## config.mk

```make
export PLATFORM = sky130hd
export DESIGN_NAME = ibex_trace_capture
export DESIGN_NICKNAME = d
export VERILOG_FILES = /design/src/rtl/ibex_trace_capture_pkg.sv /design/src/rtl/ibex_trace_fifo.sv /design/src/rtl/ibex_trace_capture.sv
export SDC_FILE = /design/constraint.sdc
export NUM_CORES = 2
export LEC_CHECK = 0
export BUFFER_PORTS_ARGS = -buffer_cell sky130_fd_sc_hd__buf_2
export CORE_MARGIN = 8
export CORE_UTILIZATION = 35
export CTS_BUF_LIST = sky130_fd_sc_hd__clkbuf_4 sky130_fd_sc_hd__clkbuf_8
export DETAILED_ROUTE_END_ITERATION = 16
export PLACE_DENSITY_LB_ADDON = 0.15
export SYNTH_ARGS = -nofsm -noshare
export SYNTH_HDL_FRONTEND = slang
export SYNTH_SLANG_ARGS = --single-unit
```

## constraint.sdc

```tcl
create_clock -name clk_i -period 22.9 [get_ports clk_i]
set_input_delay 3.435 -clock clk_i [delete_from_list [all_inputs] [get_ports clk_i]]
set_output_delay 3.435 -clock clk_i [all_outputs]
set_load 0.03 [all_outputs]
```

## src/rtl/ibex_trace_capture_pkg.sv

```systemverilog
// Shared types for the retirement trace capture buffer.
package ibex_trace_capture_pkg;

    localparam int unsigned TRACE_XLEN = 32;

    typedef enum logic [1:0] {
        MODE_OFF  = 2'b00,
        MODE_FILL = 2'b01,
        MODE_WRAP = 2'b10,
        MODE_TRIG = 2'b11
    } trace_mode_e;

    typedef enum logic [1:0] {
        ST_IDLE    = 2'b00,
        ST_CAPTURE = 2'b01,
        ST_ARMED   = 2'b10,
        ST_FROZEN  = 2'b11
    } trace_state_e;

    // Record layout as presented on rd_data_o for the default XLen.
    typedef struct packed {
        logic [TRACE_XLEN-1:0] pc;
        logic [31:0]           insn;
        logic [4:0]            rd_addr;
        logic [TRACE_XLEN-1:0] rd_wdata;
    } trace_rec_t;

endpackage

```

## src/rtl/ibex_trace_fifo.sv

```systemverilog
// Circular record store with drop-on-full or overwrite-oldest writes and a
// registered first-word-fall-through read port.
module ibex_trace_fifo #(
    parameter int unsigned Depth = 16,
    parameter int unsigned Width = 101
) (
    input  logic                     clk_i,
    input  logic                     rst_ni,
    input  logic                     clear,
    input  logic                     push,
    input  logic                     pop,
    input  logic                     ovr_en,
    input  logic [Width-1:0]         wdata,
    output logic [Width-1:0]         rdata,
    output logic                     valid,
    output logic [$clog2(Depth):0]   level,
    output logic                     lost_c
);

    localparam int unsigned PtrW = $clog2(Depth);
    localparam int unsigned LvlW = PtrW + 1;

    logic [Width-1:0] mem [Depth];
    logic [PtrW-1:0]  wptr_q, wptr_d, rptr_q, rptr_d;
    logic [LvlW-1:0]  level_q, level_d;
    logic [Width-1:0] rdata_q, rdata_d;
    logic             valid_q;
    logic             full, pop_ok, wr_en;

    // Pointer/level update; a full write either drops, overwrites, or rides a pop.
    always_comb begin
        full    = (level_q == LvlW'(Depth));
        pop_ok  = pop && (level_q != '0);
        wr_en   = 1'b0;
        lost_c  = 1'b0;
        wptr_d  = wptr_q;
        rptr_d  = rptr_q;
        level_d = level_q;
        if (push && full) begin
            if (ovr_en) begin
                wr_en  = 1'b1;
                lost_c = 1'b1;
                wptr_d = wptr_q + PtrW'(1);
                rptr_d = rptr_q + PtrW'(1);
            end else if (pop_ok) begin
                wr_en  = 1'b1;
                wptr_d = wptr_q + PtrW'(1);
                rptr_d = rptr_q + PtrW'(1);
            end else begin
                lost_c = 1'b1;
            end
        end else if (push) begin
            wr_en  = 1'b1;
            wptr_d = wptr_q + PtrW'(1);
            if (pop_ok) begin
                rptr_d = rptr_q + PtrW'(1);
            end else begin
                level_d = level_q + LvlW'(1);
            end
        end else if (pop_ok) begin
            rptr_d  = rptr_q + PtrW'(1);
            level_d = level_q - LvlW'(1);
        end
        if (clear) begin
            wr_en   = 1'b0;
            lost_c  = 1'b0;
            wptr_d  = '0;
            rptr_d  = '0;
            level_d = '0;
        end
        // Next head record, bypassing a write landing in the head slot.
        rdata_d = (wr_en && (wptr_q == rptr_d)) ? wdata : mem[rptr_d];
    end

    always_ff @(posedge clk_i) begin
        if (wr_en) begin
            mem[wptr_q] <= wdata;
        end
    end

    always_ff @(posedge clk_i) begin
        if (!rst_ni) begin
            wptr_q  <= '0;
            rptr_q  <= '0;
            level_q <= '0;
            valid_q <= 1'b0;
            rdata_q <= '0;
        end else begin
            wptr_q  <= wptr_d;
            rptr_q  <= rptr_d;
            level_q <= level_d;
            valid_q <= (level_d != '0);
            rdata_q <= rdata_d;
        end
    end

    assign rdata = rdata_q;
    assign valid = valid_q;
    assign level = level_q;

endmodule

```

## src/rtl/ibex_trace_capture.sv

```systemverilog
// Retirement trace capture: mode FSM, PC trigger with post-trigger count,
// sticky status flags, around a circular record buffer.
module ibex_trace_capture
    import ibex_trace_capture_pkg::*;
#(
    parameter int unsigned Depth    = 16,
    parameter int unsigned XLen     = 32,
    parameter int unsigned PostCntW = $clog2(Depth) + 1
) (
    input  logic                    clk_i,
    input  logic                    rst_ni,
    input  logic [1:0]              mode_i,
    input  logic                    clear_i,
    input  logic [XLen-1:0]         trig_pc_i,
    input  logic [PostCntW-1:0]     post_cnt_i,
    input  logic                    rvfi_valid_i,
    input  logic [XLen-1:0]         rvfi_pc_i,
    input  logic [31:0]             rvfi_insn_i,
    input  logic [4:0]              rvfi_rd_addr_i,
    input  logic [XLen-1:0]         rvfi_rd_wdata_i,
    output logic                    rd_valid_o,
    input  logic                    rd_ready_i,
    output logic [2*XLen+36:0]      rd_data_o,
    output logic [$clog2(Depth):0]  level_o,
    output logic                    overflow_o,
    output logic                    triggered_o,
    output logic                    done_o
);

    localparam int unsigned RecW = 2 * XLen + 37;

    trace_state_e          state_q, state_d;
    trace_mode_e           mode_q, mode_d;
    logic [PostCntW-1:0]   cnt_q, cnt_d;
    logic                  overflow_q, overflow_d;
    logic                  triggered_q, triggered_d;
    logic                  done_q, done_d;
    logic                  push, ovr_en, hit, lost;
    logic [RecW-1:0]       rec;

    assign rec = {rvfi_pc_i, rvfi_insn_i, rvfi_rd_addr_i, rvfi_rd_wdata_i};

    // Next-state, post counter and sticky flag logic.
    always_comb begin
        state_d     = state_q;
        mode_d      = mode_q;
        cnt_d       = cnt_q;
        overflow_d  = overflow_q | lost;
        triggered_d = triggered_q;
        push        = rvfi_valid_i && ((state_q == ST_CAPTURE) || (state_q == ST_ARMED));
        ovr_en      = (mode_q != MODE_FILL);
        hit         = push && (state_q == ST_ARMED) && (rvfi_pc_i == trig_pc_i);
        unique case (state_q)
            ST_IDLE: begin
                if (mode_i != MODE_OFF) begin
                    mode_d  = trace_mode_e'(mode_i);
                    state_d = (mode_i == MODE_TRIG) ? ST_ARMED : ST_CAPTURE;
                end
            end
            ST_ARMED: begin
                if (hit) begin
                    triggered_d = 1'b1;
                    cnt_d       = post_cnt_i;
                    state_d     = (post_cnt_i == '0) ? ST_FROZEN : ST_CAPTURE;
                end
            end
            ST_CAPTURE: begin
                if (push && (mode_q == MODE_TRIG)) begin
                    cnt_d = cnt_q - PostCntW'(1);
                    if (cnt_q <= PostCntW'(1)) begin
                        state_d = ST_FROZEN;
                    end
                end
            end
            default: ;
        endcase
        if ((state_q != ST_IDLE) && (mode_i == MODE_OFF)) begin
            state_d = ST_IDLE;
        end
        if (clear_i) begin
            state_d     = ST_IDLE;
            cnt_d       = '0;
            overflow_d  = 1'b0;
            triggered_d = 1'b0;
        end
        done_d = (state_d == ST_FROZEN);
    end

    always_ff @(posedge clk_i) begin
        if (!rst_ni) begin
            state_q     <= ST_IDLE;
            mode_q      <= MODE_OFF;
            cnt_q       <= '0;
            overflow_q  <= 1'b0;
            triggered_q <= 1'b0;
            done_q      <= 1'b0;
        end else begin
            state_q     <= state_d;
            mode_q      <= mode_d;
            cnt_q       <= cnt_d;
            overflow_q  <= overflow_d;
            triggered_q <= triggered_d;
            done_q      <= done_d;
        end
    end

    ibex_trace_fifo #(
        .Depth (Depth),
        .Width (RecW)
    ) u_fifo (
        .clk_i  (clk_i),
        .rst_ni (rst_ni),
        .clear  (clear_i),
        .push   (push),
        .pop    (rd_ready_i),
        .ovr_en (ovr_en),
        .wdata  (rec),
        .rdata  (rd_data_o),
        .valid  (rd_valid_o),
        .level  (level_o),
        .lost_c (lost)
    );

    assign overflow_o  = overflow_q;
    assign triggered_o = triggered_q;
    assign done_o      = done_q;

endmodule

```

==> impl_metrics.toml <==
[pwr]
p_sw_uw = 1510
p_leak_uw = 0.0241
p_comb_share_pct = 5.2
seqPwrFrac_pct = 51.4
p_int_uw = 5320
peakVddDrop_uv = 43.8
p_clk_share_pct = 43.4
powerDensity_nw_per_um2 = 87.5
switching_share_pct = 22.2

[synth]
synth_top_area_share_pct = 71.8
post-synth-top-count-cell = "edfxtp_1"
syn_inst = 4369
yosysTopAreaCell = "edfxtp_1"
yosysSeqAreaShare_pct = 75.5
synth.top_cells.by_area = "edfxtp_1, mux2i_1, a221oi_1, dfxtp_1, a21oi_1"
synth_area_per_cell_sq_um = 15.5
synth_area_sq_um = 67600
async_flop_share_pct = 0
synth_edf_count = 1616
syn-num-nets = 4529
synth_top_flop_cell = "edfxtp_1"
ys_warn_count = 0
ys_seq_elements = 1743
synthTopCellsByCount = "edfxtp_1, nand2_1, a21oi_1, mux2i_1, a221oi_1"
synthDistinctLibCells = 55

[placement]
preCtsSetupSlack_ns = 13.96
hpwl_um = 99300
gp_congestion = 0.759
portBuffers = 254

[min_path]
hold_depth = 2
holdPathEnd = "cnt_q[4]"
worstHoldStart = "cnt_q[4]"
worstHoldPathType = "flip-flop to flip-flop"

[clocking]
path_clk_slew_ns = 0.06
numCtsBuffers = 315
post_cts_resized = 0
post_cts_buffers = 0
holdBufCountCts = 0
cts.sinks = 1743
clock_latency_ns = 1.00
h-tree-depth = 5
cts_max_path_buffers = 4
cts_tree = "done"
cts_root_buf = "clkbuf_8"

[sta]
tns_ns = 0
hold_viol = 0
final-setup-viol-count = 0
fin_crit_sh_pct = 34.6
layout_setup_ws_ns = 14.98
post-route-min-period_ns = 7.92
slew_headroom_pct = 16.6
finalClockSkew_ns = 0.0611
max_freq_mhz = 126
grt_setup_unrepaired = "no"
worst_pin_slew_ns = 1.25
slew_violations = 0

[critical_path]
timing.rr.start = "u_fifo.level[1]"
crit_family = "buffers and inverters"
reg2reg_to = "u_fifo.rdata[66]"
slowest_delay_ns = 0.98
cp_slowest_cell = "buf_4"
cp.required_ns = 23.77
setup.worst_path.start = "rvfi_valid_i"
path_max_fanout = 53
crit_chain = "buf_2 -> and4_1 -> a32oi_4 -> xnor2_4 -> buf_4 -> buf_4 -> buf_4 -> mux2i_1 -> a221oi_1 -> nor3_1 -> o31ai_1"
r2r_cells = 12
arrival_ns = 8.78
r2r_slack_ns = 16.54
cp-end-kind = "flip-flop"
cp_num_buf_inv = 4
path_class = "primary input to flip-flop"
crit_top_cell = "buf_4"
startpoint_type = "primary input"

[route]
drcViolationCount = 0
drt-wirelength-per-cell_um = 27.7
firstDrtPassIters = 6
drt_iter0_drc = 3149
ant_nets = 0
dr_total_vias = 40800
finalWirelength_um = 207000
vias_per_cell = 5.46

[cells_and_area]
layout-area-overhead-vs-synth_pct = 15.4
nNetsFinal = 4851
nFillCells = 17800
fin_util_pct = 40.6
layout-drive-gt1-share_pct = 18.1
regArea_sq_um = 51100
multiInputGateArea_sq_um = 15300

[job]
max-cap-violations = 0

[global_route]
overflow = 0
antenna_found_initial = 46
grt.total_usage_pct = 19.1
grt_pass1_wl_um = 296000
grt_pass1_vias = 41300
grt_max_degree = 234

[floorplanning]
rows = 161
die_w_um = 456
core-area_sq_um = 192000
dieArea_sq_um = 208000
die_y_um = 456
pin_count = 255
start_util_pct = 35.2

[outcome]
status = "complete, no violations"
[layout make-up]
cell class / instances / share of cell area (%)
clock inverter: 67 / 0.582
inverter: 13 / 0.0625
timing repair buffer: 339 / 2.58
antenna: 25 / 0.0802
sequential: 1743 / 65.4
clock buffer: 486 / 7.61
tap: 2526 / 4.05
multi-input combinational: 2279 / 19.6
[worst min-delay path: cells and delay by family (launching register included)]
| family | cells | cell delay [ns] |
|---|---|---|
| AOI/OAI and AO/OA | 2 | 0.13 |
| DFF | 1 | 0.31 |
[power by group through the flow]
stage	Clock (uW)	Sequential, uW	Combinational, uW
3_3_place_gp	0	3580	359
3_5_place_dp	0	3580	361
2_1_floorplan	0	3600	187
6_report	2970	3510	356
5_1_grt	3170	3510	384
4_1_cts	3050	3510	362
[worst max path at each step]
stage                       end  depth (start not counted)  slack (ns)
2_1_floorplan  u_fifo.mem[0][0]                          5       10.81
3_3_place_gp   u_fifo.rdata[62]                         11       14.07
3_5_place_dp   u_fifo.rdata[74]                         11       13.96
4_1_cts        u_fifo.rdata[66]                         11       15.07
5_1_grt        u_fifo.rdata[64]                         11       14.75
6_report       u_fifo.rdata[66]                         11       14.98
[placed cells by master (no fill, tap or decap), drive strengths merged, types with 25 or more instances in the layout]
master and n:
nor3 210, nand2 447, nand3 106, nor2 37, o31ai 100, a21oi 418
edfxtp 1616, clkinv 58, clkbuf 486, xor2 30, diode 25, dfxtp 127
a221oi 398, mux2i 405, buf 339
[flip-flops by register name, indices dropped and copies added (netlist names)]
name	count
u_fifo.rptr_q	4
u_fifo.mem	1616
cnt_q	5
mode_q	2
u_fifo.level	5
done_o	1
triggered_o	1
u_fifo.valid	1
u_fifo.rdata	101
u_fifo.wptr_q	4
overflow_o	1
state_q	2
[stage by stage]
step	instance area (sq um)	power (uW)	hold slack, ns	instances
floorplan	67600	3780	0.454	4369
global route	78000	7070	0.528	7465
finish	78000	6830	0.487	7478
detailed placement	71600	3940	0.467	6900
CTS	78000	6920	0.489	7453
global placement	71600	3940	0.469	6900
[cells by family (layout without fill, tap and decap cells)]
group	Yosys count	after routing	synth area share, %
adder cells (fa/ha/maj)	15	15	0.278
flip-flops	1743	1743	75.5
multiplexers	407	407	6.03
AO/OA/AOI/OAI	962	962	9.89
other	0	25	0
XOR/XNOR	43	43	0.568
AND/OR/NAND/NOR	852	852	5.55
buffers and inverters	347	905	2.15
[metal layers]
| layer | wire, um | part of all wire [%] | up-vias | track usage (%) |
|---|---|---|---|---|
| li1 | - | - | 18100 | - |
| met1 | 87800 | 42 | 21100 | 24.8 |
| met2 | 102000 | 49 | 1318 | 32.3 |
| met3 | 11800 | 5.7 | 330 | 3.55 |
| met4 | 5610 | 2.7 | 12 | 6.29 |
| met5 | 73 | 0.035 | - | 0 |
No activity file was read; power rests on OpenSTA's default activity.
